## config.mk

```make
export PLATFORM = sky130hd
export DESIGN_NAME = data_axi_bridge
export DESIGN_NICKNAME = d
export VERILOG_FILES = /design/src/rtl/data_axi_bridge.sv
export SDC_FILE = /design/constraint.sdc
export NUM_CORES = 1
export LEC_CHECK = 0
export ABC_AREA = 0
export CELL_PAD_IN_SITES_DETAIL_PLACEMENT = 1
export CELL_PAD_IN_SITES_GLOBAL_PLACEMENT = 1
export CORE_ASPECT_RATIO = 2
export CORE_MARGIN = 3
export CORE_UTILIZATION = 25
export CTS_CLUSTER_DIAMETER = 60
export CTS_CLUSTER_SIZE = 24
export DETAILED_ROUTE_END_ITERATION = 8
export PLACE_DENSITY = 0.9
export SLEW_MARGIN = 10
export SYNTH_ARGS = -nofsm -noshare
export SYNTH_HDL_FRONTEND = slang
export SYNTH_SLANG_ARGS = --single-unit
```

## constraint.sdc

```tcl
create_clock -name clk -period 2.5 [get_ports clk]
set_clock_uncertainty 0.2 [all_clocks]
set_input_delay 0.5 -clock clk [delete_from_list [all_inputs] [get_ports clk]]
set_output_delay 0.5 -clock clk [all_outputs]
set_load 0.01 [all_outputs]
```

## src/rtl/data_axi_bridge.sv

```systemverilog
// data_axi_bridge: data-side SRAM-like request port to single-beat AXI4 master.
// One outstanding read or write; byte strobes derived from size and address.
`default_nettype none

module data_axi_bridge #(
  parameter int ID_WIDTH = 4,
  parameter int RD_ID    = 0,
  parameter int WR_ID    = 1
) (
  input  logic                clk,
  input  logic                rst,
  input  logic                data_req,
  input  logic                data_wr,
  input  logic [1:0]          data_size,
  input  logic [31:0]         data_addr,
  input  logic [31:0]         data_wdata,
  output logic [31:0]         data_rdata,
  output logic                data_addr_ok,
  output logic                data_data_ok,
  output logic                bus_err,
  output logic [ID_WIDTH-1:0] arid,
  output logic [31:0]         araddr,
  output logic [7:0]          arlen,
  output logic [2:0]          arsize,
  output logic [1:0]          arburst,
  output logic                arvalid,
  input  logic                arready,
  input  logic [ID_WIDTH-1:0] rid,
  input  logic [31:0]         rdata,
  input  logic [1:0]          rresp,
  input  logic                rlast,
  input  logic                rvalid,
  output logic                rready,
  output logic [ID_WIDTH-1:0] awid,
  output logic [31:0]         awaddr,
  output logic [7:0]          awlen,
  output logic [2:0]          awsize,
  output logic [1:0]          awburst,
  output logic                awvalid,
  input  logic                awready,
  output logic [31:0]         wdata,
  output logic [3:0]          wstrb,
  output logic                wlast,
  output logic                wvalid,
  input  logic                wready,
  input  logic [ID_WIDTH-1:0] bid,
  input  logic [1:0]          bresp,
  input  logic                bvalid,
  output logic                bready
);

  typedef enum logic [2:0] {
    IDLE    = 3'd0,
    RD_ADDR = 3'd1,
    RD_DATA = 3'd2,
    WR_REQ  = 3'd3,
    WR_RESP = 3'd4
  } state_t;

  state_t      state, state_nxt;
  logic [31:0] addr_q;
  logic [1:0]  size_q;
  logic [31:0] wdata_q;
  logic [3:0]  wstrb_q;
  logic [3:0]  strb_in;
  logic        aw_done, w_done;
  logic        aw_now, w_now;
  logic        accept;

  // Transaction ID, last flag and write-response ID carry no information here.
  logic unused_inputs;
  assign unused_inputs = ^{rid, rlast, bid};

  assign accept       = (state == IDLE) && data_req;
  assign data_addr_ok = accept;

  always_comb begin
    strb_in = 4'b1111;
    case (data_size)
      2'd0:    strb_in = 4'b0001 << data_addr[1:0];
      2'd1:    strb_in = data_addr[1] ? 4'b1100 : 4'b0011;
      default: strb_in = 4'b1111;
    endcase
  end

  assign arid    = ID_WIDTH'(RD_ID);
  assign araddr  = addr_q;
  assign arlen   = 8'd0;
  assign arsize  = {1'b0, size_q};
  assign arburst = 2'b01;
  assign arvalid = (state == RD_ADDR);
  assign rready  = (state == RD_DATA);

  assign awid    = ID_WIDTH'(WR_ID);
  assign awaddr  = addr_q;
  assign awlen   = 8'd0;
  assign awsize  = (size_q == 2'd3) ? 3'b010 : {1'b0, size_q};
  assign awburst = 2'b01;
  assign awvalid = (state == WR_REQ) && !aw_done;
  assign wvalid  = (state == WR_REQ) && !w_done;
  assign wdata   = wdata_q;
  assign wstrb   = wstrb_q;
  assign wlast   = wvalid;
  assign bready  = (state == WR_RESP);

  assign aw_now = aw_done || (awvalid && awready);
  assign w_now  = w_done  || (wvalid && wready);

  always_ff @(posedge clk) begin
    if (!rst) state <= IDLE;
    else      state <= state_nxt;
  end

  always_comb begin
    state_nxt = state;
    case (state)
      IDLE:    if (data_req) state_nxt = data_wr ? WR_REQ : RD_ADDR;
      RD_ADDR: if (arready)  state_nxt = RD_DATA;
      RD_DATA: if (rvalid)   state_nxt = IDLE;
      WR_REQ:  if (aw_now && w_now) state_nxt = WR_RESP;
      WR_RESP: if (bvalid)   state_nxt = IDLE;
      default: state_nxt = IDLE;
    endcase
  end

  always_ff @(posedge clk) begin
    if (!rst) begin
      addr_q       <= 32'd0;
      size_q       <= 2'd0;
      wdata_q      <= 32'd0;
      wstrb_q      <= 4'd0;
      aw_done      <= 1'b0;
      w_done       <= 1'b0;
      data_rdata   <= 32'd0;
      data_data_ok <= 1'b0;
      bus_err      <= 1'b0;
    end else begin
      if (accept) begin
        addr_q  <= data_addr;
        size_q  <= data_size;
        wdata_q <= data_wdata;
        wstrb_q <= strb_in;
      end
      // Completion flags live only while the write stays in WR_REQ.
      if (state == WR_REQ && state_nxt == WR_REQ) begin
        aw_done <= aw_now;
        w_done  <= w_now;
      end else begin
        aw_done <= 1'b0;
        w_done  <= 1'b0;
      end
      data_data_ok <= 1'b0;
      bus_err      <= 1'b0;
      if (state == RD_DATA && rvalid) begin
        data_rdata   <= rdata;
        data_data_ok <= 1'b1;
        bus_err      <= (rresp != 2'b00);
      end else if (state == WR_RESP && bvalid) begin
        data_data_ok <= 1'b1;
        bus_err      <= (bresp != 2'b00);
      end
    end
  end

endmodule

`default_nettype wire

```

==> results of run 1 <==
-- how the worst max path moves through the flow --
stage	from	endpoint	cells past startpoint
floorplan	data_req	data_addr_ok	4
global placement	data_req	data_addr_ok	4
detailed placement	data_req	data_addr_ok	4
CTS	state[2]$_SDFF_PN0_	awvalid	4
global route	state[2]$_SDFF_PN0_	bready	3
finish	state[0]$_SDFF_PN0_	arvalid	3
-- critical path: stages (launching register included) --
cell,delay (ps)
dfxtp_1,340
buf_4,200
nor3b_1,210
clkdlybuf4s50_1,600
-- state kept, by name, summed over array words and instances, names as in the netlist --
name	flops
araddr	32
data_rdata	32
wdata	32
wstrb	4
state	3
size_q	2
aw_done	1
bus_err	1
data_data_ok	1
w_done	1
-- where the power goes --
part	switching [W]	leakage, nW	total [W]	internal (W)
registers	0.0000740	0.891	0.00193	0.00186
clock network	0.000684	0.132	0.00139	0.000710
logic	0.000455	1.70	0.00101	0.000553
total	0.00121	2.72	0.00433	0.00312
-- cells by family after synthesis --
logic type	share of synthesized area [%]
flip-flops	46.6
AND/OR/NAND/NOR	20.0
buffers and inverters	14.8
other	0.160
AO/OA/AOI/OAI	18.4
-- Yosys cell counts --
cell / instances
nor2b_1: 3
buf_4: 66
nor4b_1: 1
o22ai_1: 2
nand2_1: 197
or4b_1: 1
a21boi_1: 40
buf_2: 9
nand3b_1: 3
clkbuf_1: 22
or3_1: 1
nand4b_1: 1
o32ai_1: 1
conb_1: 2
inv_1: 2
nor4bb_1: 2
a31oi_1: 2
nand4bb_1: 1
a211oi_1: 1
nor3b_1: 3
o22a_1: 1
o311a_1: 1
and4b_1: 2
clkinv_2: 1
nand2b_1: 3
nor4_1: 2
buf_6: 5
a21oi_1: 5
o21ai_0: 8
a21boi_0: 58
nor2_1: 5
dfxtp_1: 109
-- area by class of cell --
| cell class | instances | area [um2] |
|---|---|---|
| Multi-Input combinational cell | 374 | 1930 |
| Tap cell | 216 | 270 |
| Fill cell | 2122 | 10900 |
| Timing Repair Buffer | 265 | 2690 |
| Clock inverter | 6 | 45.0 |
| Sequential cell | 109 | 2180 |
| Inverter | 3 | 16.3 |
| Clock buffer | 10 | 239 |
-- per-stage QoR --
| stage | area, um2 | hold slack (ps) |
|---|---|---|
| 6_report | 7370 | 256 |
| 5_1_grt | 7370 | 282 |
| 4_1_cts | 7370 | 259 |
| 3_5_place_dp | 7080 | 248 |
| 3_3_place_gp | 7080 | 240 |
| 2_1_floorplan | 4790 | 249 |
-- per-layer routing --
layer / global-route usage (%) / up-vias / part of all wire, %
met5: 0 / - / 0
met4: 8.21 / 0 / 4.3
met3: 2.94 / 36 / 5.7
met2: 29.1 / 180 / 55
met1: 15.5 / 2032 / 35
li1: - / 2117 / -
-- what timing repair did --
item	4_1_cts	5_1_grt
setup endpoints to repair	14	2
endpoints found under the hold margin	0	0
gates resized for setup	8	2
==> summary.txt, run 1 <==
Status
  • Status: finished clean

CTS
  • H-tree depth: 3
  • Clock Sinks: 109
  • Clk_lat worst skew: 350 ps
  • Clock transition at path regs: 70 ps
  • Clock tree buffer depth: 2
  • Post-CTS setup buffer count: 0
  • CTS root buf: clkbuf_16
  • CTS Buf Count: 9
  • CTS tree: yes
  • Post-cts hold buffer count: 0

Pwr
  • Lkg Pwr: 2.72 nW
  • Pwr dens: 588 mW/mm2
  • Peak VDD IR: 0.000346 V
  • Pwr Total: ~0.0043 W

Route
  • Wirelength per Cell: between 15 and 20 um
  • Via count: about 4400
  • WL final: 16.1 mm
  • Via density: 4.44
  • First-pass iteration count of the detailed router: 6
  • Iter 0 DRT Violations: around 130
  • Number of remaining DRC errors: 0
  • Antenna viol nets, final: 0

Synth
  • Mapped Area: 0.00468 mm2
  • Top cells by area, synth: dfxtp_1, nand2_1, buf_4
  • Yosys top cell by area: dfxtp_1
  • Yosys cell types: 32
  • Mapped Cells: 560
  • Seq/Total Area, Yosys: between 40% and 50%
  • Top cell type's share of synthesized area: 46.6%
  • Mapped Avg Cell Area: 8.36 um2
  • FF+latch count, synth: 109
  • Yosys Warn Count: 0

Critical path
  • WP data arrival: between 1500 and 2000 ps
  • Critical path class: flip-flop to output port
  • RR Startpoint: state[2]$_SDFF_PN0_
  • Reg-to-reg slack, setup: 430 ps
  • Crit Reg-Reg Endpoint: wstrb[1]$_SDFFE_PN0P_
  • WP data required: around 1800 ps
  • Worst setup SP type: flip-flop
  • Worst Setup End Kind: output port
  • Worst Path Max Fanout: 15
  • R2R depth: 6

Timing
  • Period utilization: 95.9%
  • Fmax: 0.417 GHz
  • Setup WS post-layout: 102 ps
  • Final hold vios: 0
  • RSZ-0062 raised after global routing: false
  • Fin crit period: 2400 ps
  • Final setup fails: 0
  • Least-Margin Pin Slew: roughly 730 ps
  • Slew margin rel.: 51.2%
  • Final TNS setup: 0 ps
  • Final slew viol count: 0

Worst hold path
  • Hold path start: wdata[20]$_SDFFE_PN0P_
  • Hold Crit Endpoint: wdata[20]$_SDFFE_PN0P_
  • Hold Path Class: flip-flop to flip-flop
  • Hold Crit Depth: 2

Place
  • Setup WS pre-CTS: -507 ps
  • Dpl hpwl: 12.5 mm
  • Port Buf Inserts: between 200 and 300
  • Inst Count DP: 967
  • Routability cong.: approximately 0.77

GRT
  • Vias in the first global route: 4500
  • First-pass GRT wire length: 24.2 mm
  • Largest net degree at the start of global routing: 67
  • GRT Util Overall: between 10% and 20%
  • Final global-route overflow total: 0
  • Initial antenna violation count: 0

Job
  • MaxCap Viol Count: 0

Floorplanning
  • Num rows: 70
  • Die width: between 100 and 150 um
  • Die ar.: 0.0205 mm2
  • IO Pins: 295
  • Core Region: about 0.018 mm2
  • Die height: 200 um
  • Initial core utilization: between 20% and 30%

Cells and area
  • Nets: 882
  • Non-Filler Instances: 983
  • ANT cells: 0
  • Commonest non-fill, non-tap cell in the layout: clkdlybuf4s50_1
  • Layout cell share with drive strength beyond 1: 4.04%
  • Final Util: 40.3%
  • Most frequent cells in the layout: clkdlybuf4s50_1, nand2_1, dfxtp_1
  • Layout area overhead: 57.5%
Power figures use the tool's default switching activity.
==> inputs of run 2 (changes only) <==
==> constraint.sdc (replaced) <==
create_clock -name clk -period 2.5 [get_ports clk]
set_clock_uncertainty 0.2 [all_clocks]
set_input_delay 0.5 -clock clk [delete_from_list [all_inputs] [get_ports clk]]
set_output_delay 0.5 -clock clk [all_outputs]
set_load 0.1 [all_outputs]
==> summary.txt, run 2 (synthesis results as in run 1) <==
Status
  • Status: finished clean

Route
  • Number of remaining DRC errors: 0
  • WL final: 15.8 mm
  • Wirelength per Cell: 16.0 um
  • Antenna viol nets, final: 0
  • First-pass iteration count of the detailed router: 4
  • Via count: 4427
  • Iter 0 DRT Violations: 65
  • Via density: between 4 and 5

Timing
  • Fin crit period: 2430 ps
  • Least-Margin Pin Slew: about 740 ps
  • Final slew viol count: 0
  • Final setup fails: 0
  • Setup WS post-layout: 67.9 ps
  • Slew margin rel.: 50.7%
  • Final hold vios: 0
  • RSZ-0062 raised after global routing: false
  • Fmax: 0.411 GHz
  • Period utilization: 97.3%

GRT
  • GRT Util Overall: 14.9%
  • Initial antenna violation count: 0
  • Largest net degree at the start of global routing: 67
  • First-pass GRT wire length: around 24 mm
  • Vias in the first global route: approximately 4600
  • Final global-route overflow total: 0

Cells and area
  • Final Util: 39.0%
  • Layout cell share with drive strength beyond 1: 23.9%
  • Layout area overhead: 52.6%
  • Most frequent cells in the layout: nand2_1, buf_4, dfxtp_1, clkdlybuf4s50_1, a21boi_0
  • Final instance area: 0.00714 mm2
  • Nets: 888
  • Filler instances: 2189
  • Commonest non-fill, non-tap cell in the layout: nand2_1
  • ANT cells: 0

Floorplanning
  • IO Pins: 295
  • Core Region: 0.0183 mm2
  • Initial core utilization: between 20% and 30%
  • Die height: 200 um
  • Die width: just over 100 um
  • Num rows: 70
  • Die ar.: between 0.02 and 0.025 mm2

Pwr
  • Pwr Total: 0.00566 W
  • Peak VDD IR: 0.000381 V
  • Pwr dens: 793 mW/mm2
  • Lkg Pwr: 3.01 nW

Critical path
  • Critical Path Max Stage Delay: 490 ps
  • WP data arrival: roughly 1700 ps
  • Worst Path Max Fanout: 3
  • WP data required: 1800 ps
  • Worst setup SP type: input port
  • CP delay by family, top: buffers and inverters
  • Reg-to-reg slack, setup: a little over 600 ps
  • Worst Setup End Kind: output port
  • CP bufs+invs: 3
  • Critical path class: input port to output port
  • Slowest CP cell: or4b_4
  • CP Cell Sequence: clkdlybuf4s50_1, or4b_4, clkinv_2, buf_12

Job
  • MaxCap Viol Count: 0

CTS
  • CTS tree: yes
  • CTS Buf Count: 9
  • Clock tree buffer depth: 2
  • Clock transition at path regs: 70 ps
  • Clk_lat worst skew: 340 ps
  • Clock Sinks: 109
  • CTS root buf: clkbuf_16
  • Post-CTS Resized: 1
  • Post-CTS setup buffer count: 0
  • H-tree depth: 3
  • Post-cts hold buffer count: 0

Place
  • Dpl cell area: 0.00685 mm2
  • Port Buf Inserts: 255
  • Routability cong.: 0.791
  • Setup WS pre-CTS: -235 ps
  • Dpl hpwl: 12.3 mm

Worst hold path
  • Hold Path Class: flip-flop to flip-flop
-- run 2: layout make-up --
| class | count | area, um2 | area share [%] |
|---|---|---|---|
| clock inverters | 6 | 61.3 | 0.859 |
| multi-input cells | 374 | 1960 | 27.4 |
| flip-flops and latches | 109 | 2180 | 30.6 |
| clock buffers | 10 | 229 | 3.21 |
| inverters | 3 | 12.5 | 0.175 |
| repair buffers | 271 | 2430 | 34.0 |
| well taps | 216 | 270 | 3.78 |
-- run 2: final timing paths --
path                                             start                      to  depth (start not counted)
worst max-delay path                          data_req            data_addr_ok                          4
worst min-delay path            wdata[19]$_SDFFE_PN0P_  wdata[19]$_SDFFE_PN0P_                          2
worst max register to register     state[2]$_SDFF_PN0_   wdata[7]$_SDFFE_PN0P_                          6
worst min register to register  wdata[19]$_SDFFE_PN0P_  wdata[19]$_SDFFE_PN0P_                          2
-- run 2: per-stage QoR --
stage	setup TNS (ps)	hold WS, ps	cells
floorplan	-905	250	588
global placement	-8240	242	973
detailed placement	-9870	249	973
CTS	0	259	989
global route	0	281	989
finish	0	259	989
-- run 2: worst reg2reg max path: cells and delay by family (launching register included) --
| family | cells | cell delay [ps] |
|---|---|---|
| AND/OR/NAND/NOR | 2 | 640 |
| flip-flops | 1 | 320 |
| AO/OA/AOI/OAI | 1 | 200 |
| buffers and inverters | 3 | 450 |
-- run 2: routing by layer --
| layer | track usage (%) | part of all wire, % | up-vias |
|---|---|---|---|
| met5 | 0 | 0 | - |
| met4 | 7.11 | 3.4 | 0 |
| met3 | 3.07 | 6.3 | 31 |
| met2 | 30.0 | 58 | 188 |
| met1 | 13.3 | 32 | 2080 |
| li1 | - | - | 2128 |
-- run 2: where the power goes --
group	leakage, nW	internal (W)	switching, W	total (W)
combinational	1.98	0.000528	0.00177	0.00229
clock	0.143	0.000777	0.000657	0.00143
sequential	0.891	0.00186	0.0000785	0.00193
==> inputs of run 3 (changes only) <==
--- a/config.mk
+++ b/config.mk
@@ -14,6 +14,7 @@
 export CTS_CLUSTER_DIAMETER = 60
 export CTS_CLUSTER_SIZE = 24
 export DETAILED_ROUTE_END_ITERATION = 8
+export GPL_TIMING_DRIVEN = 0
 export PLACE_DENSITY = 0.9
 export SLEW_MARGIN = 10
 export SYNTH_ARGS = -nofsm -noshare
==> summary.txt, run 3 (synthesis results as in run 1) <==
Place
  • Port Buf Inserts: between 200 and 300
  • Dpl hpwl: 14.2 mm
  • Inst Count DP: roughly 1100
  • Routability cong.: 0.757
  • Dpl cell area: around 0.0076 mm2

Pwr
  • Pwr Total: between 0.005 and 0.006 W
  • Peak VDD IR: roughly 0.00032 V
  • Lkg Pwr: 3.66 nW
  • Pwr dens: 719 mW/mm2

Timing
  • Final hold vios: 0
  • Period utilization: 102%
  • Least-Margin Pin Slew: 1030 ps
  • Final slew viol count: 0
  • Final setup fails: 1
  • Setup WS post-layout: -54.0 ps
  • RSZ-0062 raised after global routing: true
  • Fmax: 0.392 GHz
  • Slew margin rel.: 31.5%
  • Fin crit period: 2550 ps

Floorplanning
  • Initial core utilization: 25.6%
  • Core Region: 0.0183 mm2
  • Die width: 103 um
  • Num rows: 70
  • Die height: 200 um
  • Die ar.: 0.0205 mm2
  • IO Pins: approximately 300

GRT
  • Largest net degree at the start of global routing: 17
  • Initial antenna violation count: 0
  • Vias in the first global route: 4947
  • Final global-route overflow total: 0
  • First-pass GRT wire length: ~26 mm
  • GRT Util Overall: 16.4%

Route
  • Via density: 4.38
  • Iter 0 DRT Violations: 37
  • First-pass iteration count of the detailed router: 4
  • Via count: around 4700
  • WL final: 17.3 mm
  • Wirelength per Cell: 16.1 um
  • Antenna viol nets, final: 0
  • Number of remaining DRC errors: 0

Worst hold path
  • Hold Path Class: flip-flop to flip-flop

CTS
  • Clock transition at path regs: 70 ps
  • Clock tree buffer depth: 2
  • CTS tree: yes
  • H-tree depth: 3
  • CTS root buf: clkbuf_16
  • Clk_lat worst skew: 340 ps
  • CTS Buf Count: 9
  • Clock Sinks: 109

Cells and area
  • Layout cell share with drive strength beyond 1: 13.2%
  • Non-Filler Instances: around 1100
  • Commonest non-fill, non-tap cell in the layout: nand2_1
  • Final instance area: 0.00775 mm2
  • Filler instances: 2210
  • Nets: 973
  • ANT cells: 0
  • Layout area overhead: 65.5%
  • Most frequent cells in the layout: nand2_1, dlygate4sd2_1, clkdlybuf4s50_1

Critical path
  • Worst Path Max Fanout: 13
  • WP data required: 1800 ps
  • Worst setup SP type: input port
  • WP data arrival: around 1900 ps
  • Critical path class: input port to output port
  • Worst Setup End Kind: output port

Job
  • MaxCap Viol Count: 0

Status
  • Failing checks: setup timing
  • Status: finished, violations left
run 3: cell count changes in the layout (fill, tap and decap cells not counted), moves of 2 or more:
cell           delta
buf_6             +7
buf_2            +10
buf_12           -10
dlygate4sd2_1   +136
dfxtp_1           -2
clkbuf_1         +19
clkbuf_4          +3
dfxtp_2           +2
buf_4            -84
run 3: area by class of cell:
type | instances | area (um2) | area share (%)
multi-input combinational | 374 | 1940 | 25.0
inverter | 3 | 23.8 | 0.307
sequential | 109 | 2180 | 28.2
clock buffer | 11 | 233 | 3.00
clock inverter | 4 | 23.8 | 0.307
timing repair buffer | 255 | 2380 | 30.8
buffer | 101 | 688 | 8.88
tap | 216 | 270 | 3.49
run 3: worst max-delay path: stages:
cell             delay, ps
clkdlybuf4s50_1        470
or4b_4                 460
buf_6                  160
clkinv_8                80
buf_16                 170
run 3: per-stage QoR:
step	worst slack, ps	TNS, ps	hold slack, ps	utilization [%]
2_1_floorplan	-270	-905	250	-
6_report	-54.0	-54.0	252	42.3
5_1_grt	-89.0	-89.0	283	42.3
4_1_cts	-88.3	-88.3	253	42.2
3_5_place_dp	-1250	-12720	246	41.7
3_3_place_gp	-1240	-12680	241	41.7
run 3: final timing paths:
kind	from	endpoint	slack [ps]	cells past startpoint
setup / recovery	data_req	data_addr_ok	-50	5
hold / removal	wdata[30]$_SDFFE_PN0P_	wdata[30]$_SDFFE_PN0P_	250	2
setup reg to reg	state[2]$_SDFF_PN0_	araddr[6]$_SDFFE_PN0P_	470	6
hold reg to reg	wdata[30]$_SDFFE_PN0P_	wdata[30]$_SDFFE_PN0P_	250	2
run 3: power by group:
part	internal [W]	switching [W]	total [W]
logic	0.000546	0.00180	0.00234
clock network	0.000671	0.000627	0.00130
registers	0.00186	0.0000770	0.00193
run 3: per-layer routing:
metal / share of wire [%] / global-route usage [%] / vias to the layer above / routed length (um)
li1: - / - / 2301 / -
met1: 32 / 14.8 / 2195 / 5590
met2: 58 / 33.1 / 183 / 10100
met3: 6.3 / 3.46 / 26 / 1090
met4: 3.0 / 7.25 / 0 / 520
met5: 0 / 0 / - / 0
run 3: repair_timing:
action / CTS / global route
setup endpoints to repair: 145 / 6
cloned: 0 / 0
setup buffers: 0 / 0
resized for setup: 189 / 13
hold buffers: 0 / 0
